**config.mk**
```make
export PLATFORM = sky130hd
export DESIGN_NAME = mem_bank_arbiter
export DESIGN_NICKNAME = d
export VERILOG_FILES = /design/src/rtl/mem_bank_arbiter.sv
export SDC_FILE = /design/constraint.sdc
export NUM_CORES = 1
export LEC_CHECK = 0
export BUFFER_PORTS_ARGS = -buffer_cell sky130_fd_sc_hd__buf_2
export CORE_MARGIN = 2
export CORE_UTILIZATION = 48
export CTS_CLUSTER_DIAMETER = 30
export DETAILED_ROUTE_END_ITERATION = 16
export GPL_TIMING_DRIVEN = 0
export PLACE_DENSITY = 0.83
export SYNTH_ARGS = -nofsm -noshare
export SYNTH_HDL_FRONTEND = slang
export SYNTH_SLANG_ARGS = --single-unit
```
**constraint.sdc**
```tcl
create_clock -name clk -period 2.58 [get_ports clk]
set_input_delay 0.774 -clock clk [delete_from_list [all_inputs] [get_ports clk]]
set_output_delay 0.774 -clock clk [all_outputs]
set_load 0.05 [all_outputs]
```
**src/rtl/mem_bank_arbiter.sv**
```systemverilog
// Two-requester round-robin arbiter/sequencer in front of the 32x8 single-port scan-chain bank.
// Each access is one IDLE arbitration cycle followed by one ACCESS cycle; scan_hold blocks new grants.
module mem_bank_arbiter #(
  parameter int ADDR_WIDTH = 5,
  parameter int DATA_WIDTH = 8
) (
  input  logic                  clk,
  input  logic                  rst,
  input  logic                  req_a,
  input  logic                  we_a,
  input  logic [ADDR_WIDTH-1:0] addr_a,
  input  logic [DATA_WIDTH-1:0] wdata_a,
  output logic                  gnt_a,
  output logic                  ack_a,
  output logic [DATA_WIDTH-1:0] rdata_a,
  input  logic                  req_b,
  input  logic                  we_b,
  input  logic [ADDR_WIDTH-1:0] addr_b,
  input  logic [DATA_WIDTH-1:0] wdata_b,
  output logic                  gnt_b,
  output logic                  ack_b,
  output logic [DATA_WIDTH-1:0] rdata_b,
  input  logic                  scan_hold,
  output logic [ADDR_WIDTH-1:0] mem_address,
  output logic [DATA_WIDTH-1:0] mem_data_in,
  output logic                  mem_write_enable,
  input  logic [DATA_WIDTH-1:0] mem_data_out,
  output logic                  busy
);
  localparam logic [0:0] IDLE   = 1'b0;
  localparam logic [0:0] ACCESS = 1'b1;

  logic [0:0] state;
  logic       we_reg;
  logic       owner_b;
  logic       last_b;
  logic       pick_b;
  logic       start;

  // On a tie the requester not served last wins; otherwise the lone requester wins.
  always_comb begin
    pick_b = req_b;
    if (req_a && req_b) pick_b = ~last_b;
  end

  assign start            = (state == IDLE) && !scan_hold && (req_a || req_b);
  assign busy             = (state == ACCESS);
  // Gating with rst keeps a reset landing mid-ACCESS from committing a write.
  assign mem_write_enable = we_reg & rst;

  always_ff @(posedge clk) begin
    if (!rst) begin
      state       <= IDLE;
      we_reg      <= 1'b0;
      owner_b     <= 1'b0;
      last_b      <= 1'b1;
      gnt_a       <= 1'b0;
      gnt_b       <= 1'b0;
      ack_a       <= 1'b0;
      ack_b       <= 1'b0;
      rdata_a     <= '0;
      rdata_b     <= '0;
      mem_address <= '0;
      mem_data_in <= '0;
    end else begin
      ack_a <= 1'b0;
      ack_b <= 1'b0;
      if (state == IDLE) begin
        if (start) begin
          mem_address <= pick_b ? addr_b  : addr_a;
          mem_data_in <= pick_b ? wdata_b : wdata_a;
          we_reg      <= pick_b ? we_b    : we_a;
          owner_b     <= pick_b;
          last_b      <= pick_b;
          gnt_a       <= ~pick_b;
          gnt_b       <= pick_b;
          state       <= ACCESS;
        end else begin
          we_reg <= 1'b0;
        end
      end else begin
        // The bank write commits on this edge; a read captures the combinational bank output.
        if (!we_reg) begin
          if (owner_b) rdata_b <= mem_data_out;
          else         rdata_a <= mem_data_out;
        end
        ack_a  <= ~owner_b;
        ack_b  <= owner_b;
        gnt_a  <= 1'b0;
        gnt_b  <= 1'b0;
        we_reg <= 1'b0;
        state  <= IDLE;
      end
    end
  end

endmodule

```
==> metrics.csv <==
stage,metric,value,unit
yosys,Post-Syn Area,0.00155,mm²
clock_tree,post_cts resized,0,
sta,RSZ-0062 raised after global routing,no,
die,Rows,20,
clock_tree,buffer depth of the longest clock path,2,
critical_path,CP top delay family,buffers and inverters,
yosys,"top cells by count, synth","dfxtp_1 (37), mux2i_1 (17), nor2_1 (17), nand3_1 (14)",
route,number of routed nets with antenna violations,0,
route,via count of the routed design,1504,
critical_path,R2R depth,4,
grt,global-route wire length before repair,5940,µm
power,PwrDens,592,mW/mm²
critical_path,Critical Path RT,1.81,ns
die,Die X,60.9,µm
yosys,count of unique library cells instantiated by Yosys,27,
power,peak supply drop,0.000253,V
layout,antenna cell count,0,
yosys,area share of the largest cell type after synthesis,47.7,%
critical_path,Setup crit end kind,output port,
layout,Final #Nets,283,
sta,WHS,0.483,ns
critical_path,Startpoint Class,input pin,
layout,Layout Area Growth over Synthesis,31.9,%
yosys,fraction of registers with async set/reset,0,%
min_path,worst min path class,flip-flop to flip-flop,
critical_path,stages on the worst setup path,3,
sta,crit path time final,2.05,ns
clock_tree,Clock Latency Late Sink,0.33,ns
yosys,leading area contributor after synthesis,dfxtp_1,
clock_tree,CTS tree,done,
grt,vias in the first global route,1367,
route,post-detailed-route wirelength per cell,12.7,µm
critical_path,critical path's most frequent cell,buf_2,
critical_path,Crit-path slowest cell,buf_2,
route,Post-route DRC,0,
yosys,Post-Syn Area per Cell,9.64,µm²
clock_tree,Clock H-tree levels,2,
sta,Final Max Slew Viols,0,
yosys,"Top FF cell, synth",dfxtp_1,
grt,largest net degree at the start of global routing,12,
die,core area,0.00305,mm²
clock_tree,TritonCTS buffer count,5,
critical_path,Worst EP arrival,1.28,ns
yosys,top post-synthesis cells by area,"dfxtp_1 (48%), mux2i_1 (11%), a31oi_1 (5.2%), nand4_1 (5.2%), nand3_1 (4.5%)",
placement,GPL Wtd Cong,0.744,
sta,fmax,487,MHz
die,Initial Util,50.9,%
sta,Setup Viol. Count Final,0,
placement,Final HPWL DP,2710,µm
critical_path,CP Class,input pin to output port,
die,die extent in y,60.9,µm
sta,Fin. Hold Viols,0,
sta,Setup TNS Final,0,ns
clock_tree,CTS Root Cell,clkbuf_4,
die,IO Pins,76,
clock_tree,Clock Sinks,37,
placement,Port Buffers,74,
yosys,sequential-to-total area share from yosys stat,47.7,%
clock_tree,Hold Buf Count CTS,0,
critical_path,worst stage delay on the critical path,0.25,ns
layout,share of post-route cells with drive strength above 1,42.8,%
yosys,Synth Warn #,0,
critical_path,CP cell instances,buf_2 > and2_1 > buf_2,
min_path,WHS Path Cells,2,
yosys,top-count cell post-synth,dfxtp_1,
grt,global route overflow,0,
power,Leak,0.981,nW
run,Max-Cap Viols,0,
sta,period utilization,79.6,%
run_status,outcome,"finished, final reports clean",
grt,overall routing resource usage,21.5,%
route,Via density,5.24,
die,Die Footprint,0.00371,mm²
layout,Largest regs,"mem_data_in: 8 flops, rdata_a: 8 flops, rdata_b: 8 flops",
yosys,post-synthesis cell count,161,
sta,Slew headroom,69.7,%
yosys,Seq cells post-synth,37,
critical_path,worst path bufs/invs,2,
clock_tree,clock-pin slew on the worst setup and hold paths,0.10,ns
yosys,Syn Nets,202,
route,DRT iter0 DRCs,62,
grt,initial antenna violation count,0,
sta,Slew @ Worst Pin,0.455,ns
yosys,Post-synth EDFFs,0,
critical_path,peak fanout along the critical path,6,
route,final wirelength,3660,µm
clock_tree,Post-CTS Setup Inserts,0,
route,DRT Pass-1 Iters,5,
sta,Clock Skew,0.00657,ns
-- stage by stage --
step | setup WS, ns | utilization (%) | instance area (µm²) | cells | total power, mW
after floorplan | 0.625 | - | 1550 | 161 | 0.803
after global placement | 0.525 | 64.8 | 1980 | 279 | 0.879
after detailed placement | 0.521 | 64.8 | 1980 | 279 | 0.880
after CTS | 0.521 | 67.1 | 2050 | 287 | 1.23
after global routing | 0.495 | 67.1 | 2050 | 287 | 1.27
final | 0.527 | 67.1 | 2050 | 287 | 1.21
-- report_power, final --
group	switching (mW)	internal (mW)
logic	0.170	0.0833
clock network	0.187	0.158
registers	0.0173	0.597
total	0.374	0.839
-- layout make-up --
type | instances | area [µm²]
plain buffers | 14 | 92.6
flip-flops and latches | 37 | 741
clock buffers | 7 | 65.1
clock inverters | 1 | 5.00
multi-input cells | 108 | 712
fillers | 287 | 1000
inverters | 2 | 7.51
well taps | 44 | 55.1
repair buffers | 74 | 370
-- tightest hold or removal path, stage by stage, from the launching register on --
cell,delay (ns)
dfxtp_1,0.32
o21ai_1,0.06
a21oi_1,0.06
-- worst paths after layout --
kind,start,endpoint,slack [ns]
worst max-delay path,rst,mem_write_enable,0.53
worst min-delay path,gnt_b,gnt_b,0.48
worst max register to register,busy,rdata_a[2],1.28
worst min register to register,gnt_b,gnt_b,0.48
-- cell usage in the layout, fill, tap and decap left out, drive strengths merged --
cell type | netlist | final
a211oi | 1 | 1
a21boi | 1 | 1
a21oi | 3 | 3
a31oi | 13 | 13
and2 | 1 | 1
and3 | 1 | 1
buf | 10 | 84
clkbuf | 4 | 11
clkinv | 0 | 1
dfxtp | 37 | 37
inv | 2 | 2
mux2i | 17 | 17
nand2 | 2 | 2
nand2b | 2 | 2
nand3 | 14 | 14
nand3b | 1 | 1
nand4 | 13 | 13
nor2 | 19 | 19
nor2b | 1 | 1
nor3 | 1 | 1
nor3b | 1 | 1
o21ai | 16 | 16
or2 | 1 | 1
-- metal layers --
metal / vias up / wire, µm / global-route usage [%]
met5: - / 0 / 0
met4: 0 / 51 / 5.59
met3: 9 / 319 / 7.89
met2: 76 / 1700 / 38.1
met1: 670 / 1590 / 24.4
li1: 749 / - / -
-- cells by family after synthesis --
family	count (synthesis)	share of synthesized area (%)
simple gates	57	20.1
flops	37	47.7
compound gates	34	14.7
mux	17	11.0
buf+inv	16	6.45
No activity file was read; power rests on OpenSTA's default activity.
